## src/rtl/tag_array_pkg.sv

```systemverilog
// Shared constants and types for the tag SRAM front-end controller.
package tag_array_pkg;

  localparam int SETS   = 512;
  localparam int WAYS   = 8;
  localparam int WAY_W  = 19;
  localparam int ADDR_W = $clog2(SETS);
  localparam int DATA_W = WAYS * WAY_W;

  typedef enum logic {INIT, RUN} state_t;

  typedef logic [DATA_W-1:0] way_vec_t;
  typedef logic [ADDR_W-1:0] set_idx_t;
  typedef logic [WAYS-1:0]   way_mask_t;

endpackage

```

## src/rtl/tag_resp_buf.sv

```systemverilog
// One-entry bypass/hold buffer turning the macro's one-cycle read data into
// a valid/ready response that stays stable under backpressure.
module tag_resp_buf
  import tag_array_pkg::*;
(
  input  logic     clock,
  input  logic     reset_n,
  input  logic     flush,
  input  logic     fire,
  input  logic     resp_ready,
  input  way_vec_t rdata,
  output logic     resp_valid,
  output way_vec_t resp_data
);

  logic     pend;
  logic     buf_valid;
  way_vec_t buf_data;

  // pend marks the cycle in which the macro's read data is on rdata
  assign resp_valid = pend | buf_valid;
  assign resp_data  = buf_valid ? buf_data : rdata;

  always_ff @(posedge clock) begin
    if (!reset_n) begin
      pend      <= 1'b0;
      buf_valid <= 1'b0;
    end else if (flush) begin
      pend      <= 1'b0;
      buf_valid <= 1'b0;
    end else begin
      pend <= fire;
      if (pend && !resp_ready)
        buf_valid <= 1'b1;
      else if (buf_valid && resp_ready)
        buf_valid <= 1'b0;
    end
  end

  always_ff @(posedge clock) begin
    if (pend && !resp_ready)
      buf_data <= rdata;
  end

endmodule

```

## src/rtl/tag_array_ctrl.sv

```systemverilog
// Tag SRAM front-end: post-reset clear sweep, write-priority port
// arbitration and macro drive, with read responses via tag_resp_buf.
module tag_array_ctrl
  import tag_array_pkg::*;
(
  input  logic      clock,
  input  logic      reset_n,
  input  logic      init_req,
  output logic      init_done,
  input  logic      wr_valid,
  output logic      wr_ready,
  input  set_idx_t  wr_set,
  input  way_mask_t wr_waymask,
  input  way_vec_t  wr_data,
  input  logic      rd_valid,
  output logic      rd_ready,
  input  set_idx_t  rd_set,
  output logic      resp_valid,
  input  logic      resp_ready,
  output way_vec_t  resp_data,
  output logic      sram_en,
  output logic      sram_wmode,
  output set_idx_t  sram_addr,
  output way_mask_t sram_wmask,
  output way_vec_t  sram_wdata,
  input  way_vec_t  sram_rdata
);

  state_t   state, state_nxt;
  set_idx_t clr_cnt;
  logic     run;
  logic     wr_fire;
  logic     rd_fire;
  logic     flush;

  assign run       = (state == RUN) && reset_n;
  assign init_done = (state == RUN);
  assign wr_ready  = run;
  assign rd_ready  = run && !wr_valid && (!resp_valid || resp_ready);
  assign wr_fire   = wr_valid && wr_ready;
  assign rd_fire   = rd_valid && rd_ready;
  assign flush     = run && init_req;

  always_ff @(posedge clock) begin
    if (!reset_n) begin
      state   <= INIT;
      clr_cnt <= '0;
    end else begin
      state   <= state_nxt;
      clr_cnt <= (state == INIT) ? clr_cnt + 1'b1 : '0;
    end
  end

  always_comb begin
    state_nxt  = state;
    sram_en    = 1'b0;
    sram_wmode = 1'b0;
    sram_addr  = '0;
    sram_wmask = '0;
    sram_wdata = '0;
    case (state)
      INIT: begin
        sram_en    = 1'b1;
        sram_wmode = 1'b1;
        sram_addr  = clr_cnt;
        sram_wmask = '1;
        if (clr_cnt == set_idx_t'(SETS - 1))
          state_nxt = RUN;
      end
      RUN: begin
        if (wr_fire) begin
          sram_en    = 1'b1;
          sram_wmode = 1'b1;
          sram_addr  = wr_set;
          sram_wmask = wr_waymask;
          sram_wdata = wr_data;
        end else if (rd_fire) begin
          sram_en   = 1'b1;
          sram_addr = rd_set;
        end
        if (init_req)
          state_nxt = INIT;
      end
      default: state_nxt = INIT;
    endcase
    // The macro must see no access while reset is asserted
    sram_en = sram_en && reset_n;
  end

  tag_resp_buf u_resp_buf (
    .clock      (clock),
    .reset_n    (reset_n),
    .flush      (flush),
    .fire       (rd_fire),
    .resp_ready (resp_ready),
    .rdata      (sram_rdata),
    .resp_valid (resp_valid),
    .resp_data  (resp_data)
  );

endmodule

```

## config.mk

```make
export PLATFORM = sky130hd
export DESIGN_NAME = tag_array_ctrl
export DESIGN_NICKNAME = d
export VERILOG_FILES = /design/src/rtl/tag_array_pkg.sv /design/src/rtl/tag_resp_buf.sv /design/src/rtl/tag_array_ctrl.sv
export SDC_FILE = /design/constraint.sdc
export NUM_CORES = 1
export LEC_CHECK = 0
export ABC_AREA = 1
export BUFFER_PORTS_ARGS = -buffer_cell sky130_fd_sc_hd__buf_2
export CAP_MARGIN = 20
export CORE_AREA = 2 2 262 264
export CTS_BUF_LIST = sky130_fd_sc_hd__clkbuf_16
export CTS_CLUSTER_SIZE = 12
export DETAILED_ROUTE_END_ITERATION = 16
export DIE_AREA = 0 0 264 266
export PLACE_DENSITY_LB_ADDON = 0.15
export SLEW_MARGIN = 20
export SYNTH_ARGS = -nofsm -noshare
export SYNTH_HDL_FRONTEND = slang
export SYNTH_HIERARCHICAL = 1
export SYNTH_SLANG_ARGS = --single-unit
```

## constraint.sdc

```tcl
create_clock -name clock -period 8.6 [get_ports clock]
set_input_delay 1.29 -clock clock [delete_from_list [all_inputs] [get_ports clock]]
set_output_delay 1.29 -clock clock [all_outputs]
set_load 0.02 [all_outputs]
```

==> out/qor.yml, run 1 <==
drt:
  first_iter_violations: 430
  vias: 8975
  drtPass1Iterations: 5
  viasPerCell: 3.41
  routedWlPerCell_um: 13.9
  ant_nets: 0
  dr_wl_met3_mm: 2.66
  top_layer_used: "met5"
  drc: 0
  wirelength_mm: 36.5
  met2WireLength_mm: 18.4
  m1WireLength_mm: 14.8
floorplan:
  die_y_um: 266
  core_um2: 67700
  rows: 96
  dieArea_um2: 70200
  boundaryPins: 663
  die_x_um: 264
  start_util: 0.137
timing:
  drv_slew: 0
  min_period_ns: 4.47
  tightest_slew_ns: 1.04
  hold_violations: 0
  final-setup-viol-count: 0
  post-route-period-util: 0.520
  slew_headroom: 0.304
  clock_skew_ns: 0.00787
  max_clock_freq_ghz: 0.224
  rsz0062_at_grt: "no"
  tns_ns: 0
placement:
  dp_hpwl_mm: 27.5
  place.gp.congestion: 0.768
  portBuffers: 662
final_layout:
  layout-drive-gt1-share: 0.448
  final_cell_mix: "buf_2, nand2_1, inv_1"
  nFillCells: 7697
  mostFrequentLayoutCell: "buf_2"
  syn_to_final_growth_pct: 50.1
  layout.nets: 2072
clock_network:
  cts_sinks: 164
  path_clk_slew_ns: 0.08
  cts-htree-levels: 4
  ctsHoldBuffers: 0
  cts_repair_resize_count: 0
  cts-root-buf: "clkbuf_16"
  cts_buffers: 17
  clk-insertion-delay-late_ns: 0.47
  cts_setup_buffers: 0
  cts_max_path_buffers: 2
  cts_tree: "done"
grt:
  antenna_found_initial: 6
  grt_pass1_wl_mm: 53.6
  grt-ovfl-total: 0
  grt.total_usage: 0.100
  grt_max_degree: 153
  grt_pass1_vias: 8727
power:
  total_power_mw: 1.89
  leakagePower_nw: 7.31
  peakVddDrop_v: 0.000122
  pwr_density_cell_nw_per_um2: 136
critical_path:
  cp.arrival_ns: 3.18
  critPathKind: "reg -> out"
  end_kind: "output pin"
  worst_path_max_delay_cell: "buf_4"
  cp-start-kind: "flop"
  crit_top_cell: "nand2_1"
  cp_cell_sequence: "inv_4 > buf_4 > nand2_1 > nand2_1 > buf_2"
  cp_data_required_time_ns: 7.31
  critPathMaxFanout: 85
  cpPeakStageDelay_ns: 0.84
synth:
  yosysSeqAreaShare: 0.518
  yosys.cell_types.count: 25
  syn_area_per_cell_um2: 8.40
  syn_nets: 1441
  syn_inst: 1103
  synth_area_um2: 9270
  synth.yosys.warnings: 6
  yosys_register_bits: 164
hold_path:
  hp-class: "reg -> reg"
flow_run:
  cap_violations: 0
status:
  status: "complete, no violations"
synth_stat cells:
master / number / area [um^2]
buf_6: 1 / 11.3
a21boi_0: 1 / 7.51
buf_12: 8 / 160
buf_2: 31 / 155
clkbuf_1: 2 / 7.51
nor2_2: 1 / 6.26
buf_1: 1 / 3.75
nor2_1: 91 / 342
buf_4: 10 / 75.1
nor2_4: 80 / 901
nand2_4: 1 / 11.3
xnor2_1: 1 / 8.76
nand3_1: 15 / 75.1
nand4_1: 9 / 56.3
ha_1: 2 / 25.0
a21oi_1: 4 / 20.0
inv_1: 169 / 634
xor2_1: 1 / 8.76
o21ai_0: 3 / 15.0
inv_4: 2 / 12.5
nor2_8: 1 / 20.0
dfxtp_1: 12 / 240
buf_8: 1 / 15.0
nand2_1: 504 / 1890
edfxtp_1: 152 / 4560
state kept, by name, indices dropped and copies added, names as in the netlist:
signal                flops
clr_cnt                   9
init_done                 1
u_resp_buf/buf_data     152
u_resp_buf/buf_valid      1
u_resp_buf/pend           1
metal layers:
| metal | GRT usage | up-vias |
|---|---|---|
| li1 | - | 4577 |
| met1 | 0.119 | 4048 |
| met2 | 0.169 | 305 |
| met3 | 0.0342 | 39 |
| met4 | 0.0322 | 6 |
| met5 | 0 | - |
where the power goes:
part	leakage [nW]	internal [mW]	switching, mW
combinational	5.57	0.101	0.148
sequential	1.46	0.870	0.00184
clock	0.272	0.382	0.390
total	7.31	1.35	0.540
critical path, delay by kind of cell (launching register included):
family / cells / cell delay (ns)
simple gates: 2 / 0.27
buf+inv: 3 / 1.68
flops: 1 / 0.60
kinds of logic (layout without fill, tap and decap cells):
family | after synthesis | count (layout) | synth area share
and+or+nand+nor | 702 | 702 | 0.356
buffers and inverters | 225 | 869 | 0.116
DFF | 164 | 164 | 0.518
AOI/OAI and AO/OA | 8 | 8 | 0.00459
adders and majority gates | 2 | 2 | 0.00270
xor gates and xnor gates | 2 | 2 | 0.00189
other | 0 | 3 | 0
stage by stage:
step                      area (um^2)  worst slack (ns)  std cells  hold slack [ns]  utilization
after floorplan                  9270             0.375       1103            0.463            -
after global placement          13300              4.27       2597            0.495        0.197
after detailed placement        13300              4.25       2597            0.492        0.197
after CTS                       13900              3.93       2629            0.502        0.205
after global routing            13900              3.82       2631            0.543        0.205
final                           13900              4.13       2632            0.497        0.205
layout make-up:
| cell class | instances | area [um^2] | area share |
|---|---|---|---|
| sequential | 164 | 4810 | 0.346 |
| multi-input combinational | 714 | 3400 | 0.244 |
| timing repair buffer | 666 | 3370 | 0.242 |
| tap | 882 | 1100 | 0.0794 |
| inverter | 171 | 652 | 0.0469 |
| clock buffer | 17 | 425 | 0.0306 |
| clock inverter | 15 | 146 | 0.0105 |
| antenna | 3 | 7.51 | 0.000540 |
final timing paths:
| kind | cells past startpoint | to | slack (ns) | start |
|---|---|---|---|---|
| setup / recovery | 5 | resp_data[67] | 4.13 | u_resp_buf/buf_valid |
| hold reg to reg | 2 | u_resp_buf/buf_valid | 0.50 | u_resp_buf/pend |
| hold / removal | 2 | u_resp_buf/buf_valid | 0.50 | u_resp_buf/pend |
| setup reg to reg | 7 | u_resp_buf/pend | 6.13 | u_resp_buf/buf_valid |
(Power assumes the default switching activity.)
==> run 2: changes to the inputs <==
--- a/config.mk
+++ b/config.mk
@@ -8,11 +8,11 @@
 export ABC_AREA = 1
 export BUFFER_PORTS_ARGS = -buffer_cell sky130_fd_sc_hd__buf_2
 export CAP_MARGIN = 20
-export CORE_AREA = 2 2 262 264
+export CORE_AREA = 2 2 256 258
 export CTS_BUF_LIST = sky130_fd_sc_hd__clkbuf_16
 export CTS_CLUSTER_SIZE = 12
 export DETAILED_ROUTE_END_ITERATION = 16
-export DIE_AREA = 0 0 264 266
+export DIE_AREA = 0 0 258 260
 export PLACE_DENSITY_LB_ADDON = 0.15
 export SLEW_MARGIN = 20
 export SYNTH_ARGS = -nofsm -noshare
==> constraint.sdc (replaced) <==
create_clock -name clock -period 4.6 [get_ports clock]
set_input_delay 0.69 -clock clock [delete_from_list [all_inputs] [get_ports clock]]
set_output_delay 0.69 -clock clock [all_outputs]
set_load 0.02 [all_outputs]
==> run 2 against run 1 <==
- hold slack got worse by 0.10 ns
- critical path type unchanged
- largest cell class unchanged
- non-clock buffer count increased by 6
- sequential share of layout area decreased by 0.096 points
- core utilization increased by 1.2 points
- largest power group unchanged
- highest routed layer unchanged
==> out/qor.yml, run 2 (same netlist as run 1, synthesis figures left out) <==
drt:
  vias: 8937
  viasPerCell: 3.42
  first_iter_violations: 396
  ant_nets: 0
  routedWlPerCell_um: 14.0
  wirelength_mm: 36.5
  drc: 0
  drtPass1Iterations: 7
clock_network:
  cts_tree: "done"
  cts-root-buf: "clkbuf_16"
  cts_setup_buffers: 0
  cts_repair_resize_count: 0
  cts_max_path_buffers: 2
  clk-insertion-delay-late_ns: 0.48
  cts-htree-levels: 4
  path_clk_slew_ns: 0.08
  cts_buffers: 17
  cts_sinks: 164
  ctsHoldBuffers: 0
placement:
  place.gp.congestion: 0.880
  portBuffers: 662
  dp_hpwl_mm: 28.2
  placed_area_um2: 13400
  dpl.cell_count: 2576
final_layout:
  nFillCells: 7178
  largest_register: "u_resp_buf/buf_data"
  final_cell_mix: "buf_2, nand2_1, inv_1"
  fin_area_um2: 13900
  layout.nets: 2078
  syn_to_final_growth_pct: 50.5
  fin_cells: 2613
  largest_reg_flops: 152
  layout-drive-gt1-share: 0.450
  reg.largest.list: "u_resp_buf/buf_data (152), clr_cnt (9)"
  mostFrequentLayoutCell: "buf_2"
critical_path:
  cp.arrival_ns: 2.66
  critPathKind: "reg -> out"
  cp_data_required_time_ns: 3.91
  critPathMaxFanout: 95
  cp-start-kind: "flop"
  end_kind: "output pin"
power:
  power_frac_clock: 0.408
  peakVddDrop_v: 0.000266
  seqPwrFrac: 0.460
  power_frac_comb: 0.132
  pwr_density_cell_nw_per_um2: 254
  leakagePower_nw: 7.36
  switchingPower_mw: 0.974
  intPower_mw: 2.57
  switching_share: 0.274
timing:
  hold_violations: 0
  post-route-period-util: 0.728
  clock_skew_ns: 0.0206
  tns_ns: 0
  drv_slew: 0
  max_clock_freq_ghz: 0.298
  hold_slack_ns: 0.394
  min_period_ns: 3.35
  slew_headroom: 0.362
  final-setup-viol-count: 0
  rsz0062_at_grt: "no"
  tightest_slew_ns: 0.957
floorplan:
  dieArea_um2: 67100
  die_x_um: 258
  rows: 93
  boundaryPins: 663
  start_util: 0.145
  die_y_um: 260
  core_um2: 64100
grt:
  grt_max_degree: 153
  grt-ovfl-total: 0
  grt_pass1_wl_mm: 53.2
  antenna_found_initial: 13
  grt.total_usage: 0.105
  grt_pass1_vias: 8774
status:
  status: "complete, no violations"
flow_run:
  cap_violations: 0
hold_path:
  hp-class: "in -> reg"
==> run 2: final timing paths <==
| path | start | to | slack, ns | depth (start not counted) |
|---|---|---|---|---|
| hold / removal | sram_rdata[24] | u_resp_buf/buf_data[24] | 0.39 | 1 |
| hold reg to reg | u_resp_buf/pend | u_resp_buf/buf_valid | 0.50 | 2 |
| setup / recovery | init_done | sram_wdata[108] | 1.25 | 6 |
| setup reg to reg | u_resp_buf/pend | u_resp_buf/buf_data[36] | 2.60 | 3 |
==> run 2: per-stage QoR <==
step           setup WS, ns  power, mW  utilization
2_1_floorplan          1.25       1.87            -
3_3_place_gp           1.40       2.14        0.208
3_5_place_dp           1.36       2.14        0.208
4_1_cts                1.17       3.65        0.217
5_1_grt                1.04       3.71        0.218
6_report               1.25       3.55        0.218
==> run 2: cell type report <==
type                    count  area (um^2)  share of cell area
diodes                      6         15.0             0.00108
clock inverters            14          141              0.0101
flip-flops and latches    164         4810               0.345
well taps                 855         1070              0.0767
repair buffers            672         3440               0.247
inverters                 171          652              0.0467
clock buffers              17          425              0.0305
multi-input cells         714         3400               0.243
==> run 2: worst max-delay path, stage by stage (launching register included) <==
cell and delay, ns:
dfxtp_1 0.43, nand2_4 0.17, nor2_8 0.09, inv_8 0.46, buf_4 0.66, nor2_4 0.03, buf_2 0.17
==> run 2: power by group through the flow <==
stage	clock network (mW)	logic, mW	registers [mW]
floorplan	0	0.207	1.66
global placement	0	0.475	1.66
detailed placement	0	0.475	1.66
CTS	1.54	0.478	1.63
global route	1.57	0.517	1.63
finish	1.45	0.468	1.63
==> run 2: routing by layer <==
layer  track usage  wire (um)
met4        0.0414        774
met1         0.108      13300
met5             0         47
met2         0.190      19000
met3        0.0409       3410
